===== src/rtl/serial_adder_ctrl_if.sv =====
// Handshake and operand/result bundle for the bit-serial adder sequencer.
// The master side issues operations; the slave side is the sequencer.
interface serial_adder_ctrl_if #(
    parameter int WIDTH = 8
);
    logic             start;
    logic             sub;
    logic [WIDTH-1:0] op_a;
    logic [WIDTH-1:0] op_b;
    logic             cin;
    logic             busy;
    logic             done;
    logic [WIDTH-1:0] sum;
    logic             cout;
    logic             ovf;

    modport master (
        output start, sub, op_a, op_b, cin,
        input  busy, done, sum, cout, ovf
    );

    modport slave (
        input  start, sub, op_a, op_b, cin,
        output busy, done, sum, cout, ovf
    );
endinterface


===== src/rtl/serial_adder_ctrl.sv =====
// Bit-serial add/subtract sequencer: one shared NAND full adder, one bit per
// clock LSB first, with start/busy/done handshake and registered results.
module full_adder_nand (
    input  logic a,
    input  logic b,
    input  logic cin,
    output logic s,
    output logic cout
);
    logic n1, n2, n3, x1, n4, n5, n6;

    assign n1   = ~(a & b);
    assign n2   = ~(a & n1);
    assign n3   = ~(b & n1);
    assign x1   = ~(n2 & n3);
    assign n4   = ~(x1 & cin);
    assign n5   = ~(x1 & n4);
    assign n6   = ~(cin & n4);
    assign s    = ~(n5 & n6);
    assign cout = ~(n4 & n1);
endmodule

module serial_adder_ctrl #(
    parameter int WIDTH = 8,
    parameter int CNT_W = 3
) (
    input  logic                 clk,
    input  logic                 rst,
    serial_adder_ctrl_if.slave   bus
);
    typedef enum logic [1:0] {
        IDLE = 2'd0,
        RUN  = 2'd1,
        DONE = 2'd2
    } state_t;

    state_t             state_q, state_d;
    logic [WIDTH-1:0]   a_sh_q, a_sh_d;
    logic [WIDTH-1:0]   b_sh_q, b_sh_d;
    logic [WIDTH-1:0]   s_sh_q, s_sh_d;
    logic               carry_q, carry_d;
    logic [CNT_W-1:0]   cnt_q, cnt_d;
    logic               busy_q, busy_d;
    logic               done_q, done_d;
    logic [WIDTH-1:0]   sum_q, sum_d;
    logic               cout_q, cout_d;
    logic               ovf_q, ovf_d;
    logic               fa_s, fa_cout;

    full_adder_nand u_fa (
        .a    (a_sh_q[0]),
        .b    (b_sh_q[0]),
        .cin  (carry_q),
        .s    (fa_s),
        .cout (fa_cout)
    );

    always_comb begin
        state_d = state_q;
        a_sh_d  = a_sh_q;
        b_sh_d  = b_sh_q;
        s_sh_d  = s_sh_q;
        carry_d = carry_q;
        cnt_d   = cnt_q;
        sum_d   = sum_q;
        cout_d  = cout_q;
        ovf_d   = ovf_q;

        case (state_q)
            IDLE: begin
                if (bus.start) begin
                    a_sh_d  = bus.op_a;
                    b_sh_d  = bus.sub ? ~bus.op_b : bus.op_b;
                    carry_d = bus.sub ? 1'b1 : bus.cin;
                    cnt_d   = '0;
                    state_d = RUN;
                end
            end
            RUN: begin
                a_sh_d  = {1'b0, a_sh_q[WIDTH-1:1]};
                b_sh_d  = {1'b0, b_sh_q[WIDTH-1:1]};
                s_sh_d  = {fa_s, s_sh_q[WIDTH-1:1]};
                carry_d = fa_cout;
                cnt_d   = cnt_q + CNT_W'(1);
                // Results commit on the same edge that enters DONE; carry_q
                // here is the carry into the MSB, so no separate latch is kept.
                if (cnt_q == CNT_W'(WIDTH - 1)) begin
                    state_d = DONE;
                    sum_d   = s_sh_d;
                    cout_d  = fa_cout;
                    ovf_d   = fa_cout ^ carry_q;
                end
            end
            DONE:    state_d = IDLE;
            default: state_d = IDLE;
        endcase

        busy_d = (state_d == RUN);
        done_d = (state_d == DONE);
    end

    always_ff @(posedge clk) begin
        if (rst) begin
            state_q <= IDLE;
            a_sh_q  <= '0;
            b_sh_q  <= '0;
            s_sh_q  <= '0;
            carry_q <= 1'b0;
            cnt_q   <= '0;
            busy_q  <= 1'b0;
            done_q  <= 1'b0;
            sum_q   <= '0;
            cout_q  <= 1'b0;
            ovf_q   <= 1'b0;
        end else begin
            state_q <= state_d;
            a_sh_q  <= a_sh_d;
            b_sh_q  <= b_sh_d;
            s_sh_q  <= s_sh_d;
            carry_q <= carry_d;
            cnt_q   <= cnt_d;
            busy_q  <= busy_d;
            done_q  <= done_d;
            sum_q   <= sum_d;
            cout_q  <= cout_d;
            ovf_q   <= ovf_d;
        end
    end

    assign bus.busy = busy_q;
    assign bus.done = done_q;
    assign bus.sum  = sum_q;
    assign bus.cout = cout_q;
    assign bus.ovf  = ovf_q;
endmodule


===== src/flat_wrapper.sv =====
// flat-port wrapper written by rule: the top's interface ports become plain ports
module serial_adder_ctrl_flat 
#(
    parameter int WIDTH = 8,
    parameter int CNT_W = 3
)
  (clk, rst, bus_start, bus_sub, bus_op_a, bus_op_b, bus_cin, bus_busy, bus_done, bus_sum, bus_cout, bus_ovf);
  serial_adder_ctrl_if #(.WIDTH(WIDTH)) bus_i ();
  input  logic clk;
  input  logic rst;
  input wire logic [$bits(bus_i.start)-1:0] bus_start;
  input wire logic [$bits(bus_i.sub)-1:0] bus_sub;
  input wire logic [$bits(bus_i.op_a)-1:0] bus_op_a;
  input wire logic [$bits(bus_i.op_b)-1:0] bus_op_b;
  input wire logic [$bits(bus_i.cin)-1:0] bus_cin;
  output wire logic [$bits(bus_i.busy)-1:0] bus_busy;
  output wire logic [$bits(bus_i.done)-1:0] bus_done;
  output wire logic [$bits(bus_i.sum)-1:0] bus_sum;
  output wire logic [$bits(bus_i.cout)-1:0] bus_cout;
  output wire logic [$bits(bus_i.ovf)-1:0] bus_ovf;
  assign bus_i.start = bus_start;
  assign bus_i.sub = bus_sub;
  assign bus_i.op_a = bus_op_a;
  assign bus_i.op_b = bus_op_b;
  assign bus_i.cin = bus_cin;
  assign bus_busy = bus_i.busy;
  assign bus_done = bus_i.done;
  assign bus_sum = bus_i.sum;
  assign bus_cout = bus_i.cout;
  assign bus_ovf = bus_i.ovf;
  serial_adder_ctrl #(.WIDTH(WIDTH), .CNT_W(CNT_W)) u_core (.clk(clk), .rst(rst), .bus(bus_i));
endmodule

===== config.mk =====
export PLATFORM = sky130hd
export DESIGN_NAME = serial_adder_ctrl_flat
export DESIGN_NICKNAME = d
export VERILOG_FILES = /design/src/rtl/serial_adder_ctrl_if.sv /design/src/rtl/serial_adder_ctrl.sv /design/src/flat_wrapper.sv
export SDC_FILE = /design/constraint.sdc
export NUM_CORES = 1
export LEC_CHECK = 0
export ABC_AREA = 1
export BUFFER_PORTS_ARGS = -buffer_cell sky130_fd_sc_hd__buf_2
export CORE_MARGIN = 4
export CORE_UTILIZATION = 38
export DETAILED_ROUTE_END_ITERATION = 8
export PLACE_DENSITY_LB_ADDON = 0.2
export SYNTH_ARGS = -nofsm -noshare
export SYNTH_HDL_FRONTEND = slang
export SYNTH_SLANG_ARGS = --single-unit

===== constraint.sdc =====
create_clock -name clk -period 2.7 [get_ports clk]
set_input_delay 0.27 -clock clk [delete_from_list [all_inputs] [get_ports clk]]
set_output_delay 0.27 -clock clk [all_outputs]
set_load 0.01 [all_outputs]

==> summary.md, run 1 <==
| Metric | Value |
|---|---|
| Total GRT Usage | 0.1395 |
| WL final | roughly 3800 microns |
| R2R setup slack | approximately 1.2 ns |
| Clk sinks | between 40 and 50 |
| Worst slew pin tran | 0.5891 ns |
| Clock share of power | 0.380 |
| Crit-path slowest cell | dfxtp_1 |
| Global-route wire length before repair | 6789 microns |
| CP max FO | 14 |
| Largest net degree at the start of global routing | 28 |
| Net Sw Frac | 0.2487 |
| HP Class | input pin to flop |
| Post-CTS Hold Fix Bufs | 0 |
| RSZ-0062 raised after global routing | no |
| Int Pwr | between 900 and 1000 uW |
| Mapped Nets | around 290 |
| Critical Path Sink Type | flop |
| Vias after detailed routing | 1,607 |
| Final core occ | 0.4421 |
| Inserted Clock Buffers | 5 |
| Endpoints failing hold | 0 |
| Combinational Power Share | 0.107 |
| Critical Path Stages | 7 |
| Setup violations, final | 0 |
| RD Place Congestion | around 0.7 |
| Final period utilization | 0.5421 |
| Die X | a little under 80 microns |
| FF+latch count, synth | between 40 and 50 |
| CTS tree | built |
| Synth unique cells | 23 |
| First DRT Iteration DRCs | 84 |
| Clock Skews | 0.006281 ns |
| Placed cell area | between 1500 and 2000 sq um |
| DR WL/cell | ~11 microns |
| Crit path largest cell delay | approximately 0.36 ns |
| Synth-to-layout area growth | 12.45% |
| Fmax achieved | between 600 and 700 MHz |
| Non-Filler Instances | 355 |
| CTS Root Cell | clkbuf_8 |
| Max VDD drop | 257.9 uV |
| Die area | around 6000 sq um |
| Starting Density | 0.3932 |
| Ant diodes | 0 |
| Vias per std cell | approximately 4.5 |
| Post-Syn Area | about 1900 sq um |
| Crit-path cells | ha_1, ha_1, nand2_1, nor2_4, inv_2, nor2_1, nor2_1 |
| HPWL Detailed | 2550 microns |
| Setup TNS | 0 ns |
| Gate Count Post-Synth | 261 |
| Sequential power share | 0.513 |
| CP required | 2.89 ns |
| Die Height | just under 80 microns |
| Vias in the first global route | ~1.5k |
| Clock latency on the worst-skew pair | approximately 0.30 ns |
| # fillers | between 500 and 600 |
| Rel. slew slack | 0.6068 |
| Sequential cell area fraction in the yosys report | 0.4391 |
| I/O pins | 33 |
| Final Max Slew Viols | 0 |
| CTS resizes | 0 |
| Nets | 312 |
| Clock-pin slew on the worst setup and hold paths | around 0.080 ns |
| HP Start | bus_op_a[7] |
| Max-cap violations | 0 |
| CP startpoint kind | flop |
| GRT Residual Overflow | 0 |
| Critical setup path kind | flop to flop |
| DRC violations left | 0 |
| Reg2reg end | u_core.bus.cout |
| H-tree levels | 2 |
| Ys Warns | 0 |
| Antenna viol nets, final | 0 |
| Initial antenna violation count | 0 |
| Switching pwr | around 310 uW |
| Reg-to-Reg Start | u_core.cnt_q[0] |
| Worst Path Arrival | ~1.7 ns |
| Share of layout cells above drive strength 1 | 0.1632 |
| Core box area | about 4800 sq um |
| Crit-path leading delay family | simple AND/OR/NAND/NOR gates |
| Avg Inst Size Synth | between 7 and 8 sq um |
| FP Rows | 25 |
| Reg2reg path depth | 7 |
| Cell area after layout | 2102 sq um |
| Clk buf depth | 2 |
| Crit path capture | u_core.bus.cout |
| Port buffer count | 32 |
| DRT Pass-1 Iters | 4 |
| Status | finished, final reports clean |
| Tmin final | about 1.5 ns |
| Leakage power | 0.001079 uW |
| Pwr dens | between 600 and 700 nW/um^2 |
| Placed Cells incl. Taps | 348 |
| CP startpoint | u_core.cnt_q[0] |
| Post-CTS setup repair buffer count | 0 |
| Worst Path Buf+Inv | 1 |
state kept, by name, summed over array words and instances (netlist names):
signal           cells
u_core.a_sh_q        8
u_core.b_sh_q        8
u_core.bus.sum       8
u_core.s_sh_q        7
u_core.cnt_q         3
u_core.state_q       2
u_core.bus.busy      1
u_core.bus.cout      1
u_core.bus.done      1
u_core.bus.ovf       1
u_core.carry_q       1
placed cells by master (no fill, tap or decap), types with 2 or more instances in the layout:
master	netlist	layout
nor2_1	59	59
nand2_1	58	58
dfxtp_1	41	41
buf_2	2	32
nand3_1	27	27
inv_1	21	21
o21ai_0	17	17
a21oi_1	10	10
clkbuf_8	3	5
nand2_4	3	3
inv_2	2	2
and3_1	2	2
ha_1	2	2
worst min-delay path, cell delays in order:
cell	delay, ns
buf_2	0.10
nand2_1	0.07
a21oi_1	0.06
cell type report:
type	count	area (sq um)	share of cell area
Multi-Input combinational cell	184	840.8	0.4000
Sequential cell	41	820.8	0.3905
Timing Repair Buffer	32	160.2	0.07619
Inverter	24	92.59	0.04405
Tap cell	67	83.83	0.03988
Clock buffer	5	68.82	0.03274
Clock inverter	2	35.03	0.01667
cell families (layout without fill, tap and decap cells):
kind of cell,after synthesis,count (layout),synth area share
buffers and inverters,36,63,0.1111
AND/OR/NAND/NOR,151,151,0.3414
AO/OA/AOI/OAI,28,28,0.07496
XOR/XNOR,2,2,0.009373
flip-flops,41,41,0.4391
adder cells (fa/ha/maj),3,3,0.02409
per-layer routing:
layer,share of wire,GRT usage,wire length (microns),up-vias
li1,-,-,-,867
met1,0.50,0.1771,1915,697
met2,0.44,0.2252,1689,38
met3,0.045,0.03899,174,5
met4,0.018,0.05245,70,0
met5,0,0,0,-
synth_stat cells:
master / n / area share
nor2_1: 59 / 0.12
nand2_1: 58 / 0.12
dfxtp_1: 41 / 0.44
nand3_1: 27 / 0.072
inv_1: 21 / 0.042
o21ai_0: 17 / 0.046
a21oi_1: 10 / 0.027
buf_6: 4 / 0.024
clkbuf_8: 3 / 0.022
nand2_4: 3 / 0.018
and3_1: 2 / 0.0067
buf_2: 2 / 0.0054
buf_4: 2 / 0.0080
ha_1: 2 / 0.013
inv_2: 2 / 0.0040
clkbuf_1: 1 / 0.0020
fa_1: 1 / 0.011
inv_4: 1 / 0.0033
nor2_2: 1 / 0.0033
nor2_4: 1 / 0.0060
o21ai_1: 1 / 0.0027
xnor2_1: 1 / 0.0047
xor2_1: 1 / 0.0047
per-stage QoR:
| stage | total power (uW) | hold WS (ns) | setup slack [ns] |
|---|---|---|---|
| 2_1_floorplan | 773.4 | 0.4096 | 1.437 |
| 3_3_place_gp | 800.6 | 0.4519 | 1.258 |
| 3_5_place_dp | 801.7 | 0.4588 | 1.237 |
| 4_1_cts | 1279 | 0.2412 | 1.225 |
| 5_1_grt | 1337 | 0.2644 | 1.036 |
| 6_report | 1267 | 0.2507 | 1.236 |
worst min path at each step:
| stage | end | depth (start not counted) |
|---|---|---|
| 2_1_floorplan | u_core.a_sh_q[7] | 2 |
| 3_3_place_gp | u_core.cnt_q[0] | 1 |
| 3_5_place_dp | u_core.cnt_q[0] | 1 |
| 4_1_cts | u_core.a_sh_q[7] | 3 |
| 5_1_grt | u_core.a_sh_q[7] | 3 |
| 6_report | u_core.a_sh_q[7] | 3 |
power groups by stage:
stage / logic [uW] / registers, uW / clock network, uW
3_3_place_gp: 137 / 664 / 0
6_report: 135 / 650 / 481
4_1_cts: 138 / 650 / 491
2_1_floorplan: 113 / 661 / 0
5_1_grt: 159 / 655 / 523
3_5_place_dp: 138 / 664 / 0
No activity file was read; power rests on OpenSTA's default activity.
==> run 2, diff against run 1 <==
==> constraint.sdc (replaced) <==
create_clock -name clk -period 1.41 [get_ports clk]
set_input_delay 0.141 -clock clk [delete_from_list [all_inputs] [get_ports clk]]
set_output_delay 0.141 -clock clk [all_outputs]
set_load 0.01 [all_outputs]
==> run 2 against run 1 <==
- clock-buffer cell count rose by 1
- final cell count up 2.5%
- sequential cell count is the same
- critical endpoint is now u_core.bus.sum[4]
- via count increased by 1.4%
- power increased by 98%
- critical path type unchanged
- worst hold slack lost 0.13 ns
- clock skew rose by 0.00065 ns
- cell area is 4.9% higher
- largest cell class unchanged
==> summary.md, run 2 (synthesized netlist as in run 1, its figures left out) <==
| Metric | Value |
|---|---|
| Worst slew pin tran | 0.2717 ns (-0.3174 ns) |
| # fillers | 529 (-2.2%) |
| Post-route setup slack | 0.08756 ns (-1.149 ns) |
| Clock latency on the worst-skew pair | 0.30 ns (about the same) |
| Die area | 6105 sq um (unchanged) |
| Leakage power | 0.001131 uW (+4.8%) |
| Pwr dens | 1138 nW/um^2 (+89%) |
| Commonest non-fill, non-tap cells in the layout | nor2_1 (59), nand2_1 (57), dfxtp_1 (41), buf_2 (32), nand3_1 (27) |
| Vias after detailed routing | 1,629 (+1.4%) |
| Critical Path Sink Type | flop |
| Share of layout cells above drive strength 1 | 0.1919 (+0.02872) |
| HP Class | input pin to flop |
| Critical setup path kind | flop to flop |
| Endpoints failing hold | 0 (unchanged) |
| Max VDD drop | 734.7 uV (+180%) |
| Hold path depth | 3 (unchanged) |
| Initial antenna violation count | 0 (unchanged) |
| Core box area | 4755 sq um (unchanged) |
| FP Rows | 25 (unchanged) |
| CP startpoint kind | flop |
| Port buffer count | 32 (unchanged) |
| CP max FO | 10 (-4) |
| Final period utilization | 0.9379 (+0.3958) |
| Synth-to-layout area growth | 18.01% |
| HPWL Detailed | 2780 microns (+9.0%) |
| Final Max Slew Viols | 0 (unchanged) |
| CP required | 1.60 ns (-1.29 ns) |
| Clock Skews | 0.006930 ns (+0.0006488 ns) |
| Cell area after layout | 2206 sq um (+4.9%) |
| DRC violations left | 0 (unchanged) |
| Max-cap violations | 0 (unchanged) |
| Pwr Total | 2510 uW (+98%) |
| Status | finished, final reports clean |
| Tmin final | 1.322 ns (-0.1413 ns) |
| Setup violations, final | 0 (unchanged) |
| WL final | 4006 microns (+4.1%) |
| Global-route wire length before repair | 7038 microns (+3.7%) |
| CTS tree | built |
| Die X | 78.14 microns (unchanged) |
| R2R setup slack | 0.09 ns (-1.15 ns) |
| Vias per std cell | 4.475 (-1.1%) |
| CTS Root Cell | clkbuf_8 |
| Clk buf depth | 2 (unchanged) |
| Hold Path Sink | u_core.a_sh_q[7] |
| H-tree levels | 2 (unchanged) |
| Die Height | 78.14 microns (unchanged) |
| Starting Density | 0.3932 (unchanged) |
| Reg-to-Reg Start | u_core.cnt_q[0] |
| RSZ-0062 raised after global routing | no |
| First DRT Iteration DRCs | 105 (+25%) |
| Reg2reg path depth | 7 (unchanged) |
| RD Place Congestion | 0.7323 (+4.7%) |
| Setup WS pre-CTS | 0.001222 ns (-1.236 ns) |
| Fmax achieved | 756.2 MHz (+11%) |
| Inserted Clock Buffers | 5 (unchanged) |
| Rel. slew slack | 0.8188 (+0.2120) |
| Nets | 320 (+2.6%) |
| Placed cell area | 2056 sq um (+2.9%) |
| DR WL/cell | 11.01 microns (+1.5%) |
| HP Start | bus_op_a[7] |
| Commonest non-fill, non-tap cell in the layout | nor2_1 |
| Clock-pin slew on the worst setup and hold paths | 0.08 ns (about the same) |
| Antenna viol nets, final | 0 (unchanged) |
| GRT Residual Overflow | 0 (unchanged) |
| Total GRT Usage | 0.1419 (+0.002352) |
| Setup TNS | 0 ns (unchanged) |
| Vias in the first global route | 1,597 (+5.7%) |
| Worst Path Arrival | 1.51 ns (-0.15 ns) |
| Worst Hold Margin | 0.1201 ns (-0.1306 ns) |
| Ant diodes | 0 (unchanged) |
| DRT Pass-1 Iters | 4 (unchanged) |
| I/O pins | 33 (unchanged) |
| Reg2reg end | u_core.bus.sum[4] |
| Post-CTS Hold Fix Bufs | 0 (unchanged) |
| Largest net degree at the start of global routing | 28 (unchanged) |
| Clk sinks | 41 (unchanged) |
-- run 2: cell types whose count changed in the layout (fill, tap and decap cells not counted) --
cell | before | now
buf_12 | 0 | 2
nand2_2 | 0 | 1
clkinv_2 | 1 | 0
clkbuf_8 | 5 | 6
buf_4 | 0 | 6
clkinvlp_4 | 0 | 1
o21ai_1 | 1 | 3
o21ai_0 | 17 | 15
nand2_1 | 58 | 57
-- run 2: critical path, cell delays in order, from the launching register on --
cell     delay (ns)
dfxtp_1        0.33
ha_1           0.20
ha_1           0.18
nand2_2        0.09
nor2_4         0.06
buf_12         0.14
o21ai_0        0.16
nor2_1         0.06
-- run 2: power breakdown --
group / switching [uW] / internal, uW / total [uW] / leakage, uW
Sequential: 34.9 / 1210 / 1250 / 0.000335
Combinational: 168 / 113 / 282 / 0.000738
Clock: 406 / 575 / 981 / 0.0000574
-- run 2: area by class of cell --
cell class	instances	area [sq um]	share of cell area
flip-flops and latches	41	820.8	0.3721
well taps	67	83.83	0.03800
repair buffers	40	245.2	0.1112
clock buffers	6	82.58	0.03744
inverters	24	92.59	0.04197
multi-input cells	184	843.3	0.3823
clock inverters	2	37.54	0.01702
-- run 2: worst max path at each step --
stage | from | endpoint | depth (start not counted)
2_1_floorplan | u_core.cnt_q[0] | u_core.bus.cout | 7
3_3_place_gp | u_core.cnt_q[0] | u_core.bus.sum[5] | 7
3_5_place_dp | u_core.cnt_q[0] | u_core.bus.sum[4] | 7
4_1_cts | u_core.cnt_q[0] | u_core.bus.sum[4] | 7
5_1_grt | u_core.cnt_q[0] | u_core.bus.sum[5] | 7
6_report | u_core.cnt_q[0] | u_core.bus.sum[4] | 7
-- run 2: per-stage QoR --
stage | instances | util
3_5_place_dp | 354 | 0.4324
5_1_grt | 364 | 0.4639
6_report | 364 | 0.4639
3_3_place_gp | 354 | 0.4324
4_1_cts | 364 | 0.4634
2_1_floorplan | 261 | -
-- run 2: routing by layer --
layer,part of all wire,track usage
met5,0,0
met4,0.015,0.04720
met3,0.041,0.03555
met1,0.50,0.1792
met2,0.45,0.2363
-- run 2: what timing repair did --
| action | in CTS | in global routing |
|---|---|---|
| setup buffers | 2 | 0 |
| gates resized for setup | 0 | 3 |
| endpoints found under the setup margin | 2 | 8 |
| pin swaps | 1 | 1 |
==> run 3, diff against run 2 <==
--- a/config.mk
+++ b/config.mk
@@ -5,7 +5,7 @@
 export SDC_FILE = /design/constraint.sdc
 export NUM_CORES = 1
 export LEC_CHECK = 0
-export ABC_AREA = 1
+export ABC_AREA = 0
 export BUFFER_PORTS_ARGS = -buffer_cell sky130_fd_sc_hd__buf_2
 export CORE_MARGIN = 4
 export CORE_UTILIZATION = 38
==> run 3 against run 2 <==
- combinational power fell by 14%
- die area fell by 8.9%
- sequential cell count did not move
- maximum frequency rose by 3.1%
- register-to-register slack improved by 0.04 ns
==> summary.md, run 3 <==
| Metric | Value |
|---|---|
| Status | finished, final reports clean |
| Critical Path Sink Type | flop |
| Commonest non-fill, non-tap cells in the layout | dfxtp_1 (40), nand2_1 (32), buf_2 (32), a21oi_1 (16), nor2_1 (16) |
| Post-CTS setup repair buffer count | 0 (-2) |
| Starting Density | 0.4067 (+0.01354) |
| Avg Inst Size Synth | 9.311 sq um (+30%) |
| Share of layout cells above drive strength 1 | 0.2593 (+0.06734) |
| Setup violations, final | 0 (unchanged) |
| Vias after detailed routing | 1,377 (-15%) |
| Vias in the first global route | 1,360 (-15%) |
| Tmin final | 1.283 ns (-0.03975 ns) |
| Non-Filler Instances | 266 (-27%) |
| Die area | 5564 sq um (-8.9%) |
| Leakage power | 0.0007739 uW (-32%) |
| Antenna viol nets, final | 0 (unchanged) |
| Mapped Nets | 205 (-28%) |
| GRT Residual Overflow | 0 (unchanged) |
| Ant diodes | 0 (unchanged) |
| Clk sinks | 41 (unchanged) |
| DRT Pass-1 Iters | 4 (unchanged) |
| Storage element area | 822.0 sq um (+0.15%) |
| Post-Syn Area | 1685 sq um (-9.8%) |
| Global-route wire length before repair | 5823 microns (-17%) |
| RD Place Congestion | 0.7761 (+6.0%) |
| DR WL/cell | 13.26 microns (+20%) |
| Final core occ | 0.4768 (+0.01280) |
| # fillers | 417 (-21%) |
| HP Class | input pin to flop |
| Clk buf depth | 2 (unchanged) |
| Top FF cell, synth | dfxtp_1 |
| Post-CTS Hold Fix Bufs | 0 (unchanged) |
| RSZ-0062 raised after global routing | no |
| CTS Root Cell | clkbuf_8 |
| Largest net degree at the start of global routing | 17 (-39%) |
| Core box area | 4144 sq um (-13%) |
| Synth-to-layout area growth | 17.22% |
| Synth unique cells | 29 (+26%) |
| Count leader, synth | dfxtp_1 |
| Synth cell count leaders | dfxtp_1 (41), nand2_1 (32), a21oi_1 (16), nor2_1 (16), o22ai_1 (14) |
| Pwr Total | 2242 uW (-11%) |
| Rel. slew slack | 0.7672 (-0.05165) |
| Initial antenna violation count | 0 (unchanged) |
| Final Max Slew Viols | 0 (unchanged) |
| CP startpoint kind | flop |
| Ys Warns | 0 (unchanged) |
| Nets | 240 (-25%) |
| Area occupied by multi-input gates | 769.5 sq um (-8.8%) |
| Placed Cells incl. Taps | 258 (-27%) |
| Die X | 74.60 microns (-4.5%) |
| FF+latch count, synth | 41 (unchanged) |
| Max VDD drop | 614.8 uV (-16%) |
| Max-cap violations | 0 (unchanged) |
| CTS tree | built |
| Clock Skews | 0.003207 ns (-0.003723 ns) |
| Fmax achieved | 779.6 MHz (+3.1%) |
| Sequential cell area fraction in the yosys report | 0.4870 (+0.04792) |
| Worst Path Arrival | 1.49 ns (-0.02 ns) |
| Clock-pin slew on the worst setup and hold paths | 0.07 ns (about the same) |
| HPWL Detailed | 2586 microns (-7.0%) |
| I/O pins | 33 (unchanged) |
| Async set-reset flop share out of synthesis | 0 (unchanged) |
| Yosys top cell by area | dfxtp_1 |
| Clock latency on the worst-skew pair | 0.29 ns (about the same) |
| WL final | 3527 microns (-12%) |
| Die Height | 74.60 microns (-4.5%) |
| Synth area leaders | dfxtp_1 (49%), nand2_1 (7.1%), o22ai_1 (5.2%) |
| Endpoints failing hold | 0 (unchanged) |
| Critical setup path kind | flop to flop |
| Inserted Clock Buffers | 5 (unchanged) |
| Commonest non-fill, non-tap cell in the layout | dfxtp_1 |
| Worst Hold Margin | 0.08655 ns (-0.03350 ns) |
| Port buffer count | 32 (unchanged) |
| H-tree levels | 2 (unchanged) |
| First DRT Iteration DRCs | 45 (-57%) |
| Total GRT Usage | 0.1368 (-0.005118) |
| FP Rows | 23 (-8.0%) |
| CP required | 1.62 ns (+0.02 ns) |
| Synth top area share | 0.4870 (+0.04792) |
| Worst slew pin tran | 0.3483 ns (+0.07655 ns) |
| DRC violations left | 0 (unchanged) |
| Vias per std cell | 5.177 (+16%) |
| Final period utilization | 0.9097 (-0.02819) |
| CP max FO | 6 (-4) |
| Number of flops mapped to enable cells by yosys | 0 (unchanged) |
| Gate Count Post-Synth | 181 (-31%) |
| Pwr dens | 1135 nW/um^2 (-0.26%) |
[run 3: power by group]
part / leakage [uW] / internal [uW] / switching (uW)
combinational: 0.000395 / 117 / 126
sequential: 0.000335 / 1210 / 34.5
clock: 0.0000443 / 388 / 368
total: 0.000774 / 1710 / 528
[run 3: metrics by stage]
step	cell area [sq um]	TNS, ns	worst slack [ns]
floorplan	1685	0	0.1405
global placement	1876	0	0.03541
detailed placement	1876	-0.01985	-0.01985
CTS	1963	0	0.06089
global route	1976	0	0.01157
finish	1976	0	0.1273
[run 3: final cells by class]
cell class	count	area share
flip-flops and latches	41	0.4161
multi-input cells	125	0.3895
repair buffers	41	0.1153
clock buffers	7	0.04370
well taps	50	0.03167
inverters	2	0.003800
[run 3: worst paths after layout]
check        depth (start not counted)         startpoint                 to  slack (ns)
min                                  3        bus_op_a[7]   u_core.a_sh_q[7]        0.09
max reg2reg                          5    u_core.cnt_q[0]     u_core.bus.ovf        0.13
max                                  5    u_core.cnt_q[0]     u_core.bus.ovf        0.13
min reg2reg                          2  u_core.bus.sum[2]  u_core.bus.sum[2]        0.45
[run 3: kinds of logic after synthesis]
logic type	Yosys count	synth area share
compound gates	56	0.2301
fa+ha+maj	3	0.02672
simple gates	56	0.1455
flops	41	0.4870
buf+inv	16	0.06384
xor+xnor	9	0.04677
[run 3: per-layer routing]
layer  vias up  share of wire  global-route usage
met5         -              0                   0
met4         0          0.025             0.05929
met3        10          0.054             0.04595
met2        35           0.50              0.2449
met1       632           0.43              0.1453
li1        700              -                   -
[run 3: worst max-delay path: stages, from the launching register on]
cell and delay (ns):
dfxtp_1 0.34, ha_1 0.15, ha_2 0.20, and3b_2 0.27, nor2_1 0.07, a211oi_2 0.18
[run 3: timing repair]
action | CTS | global route
endpoints found under the hold margin | 0 | 0
resized for setup | 1 | 2
cloned | 0 | 1
endpoints found under the setup margin | 2 | 14
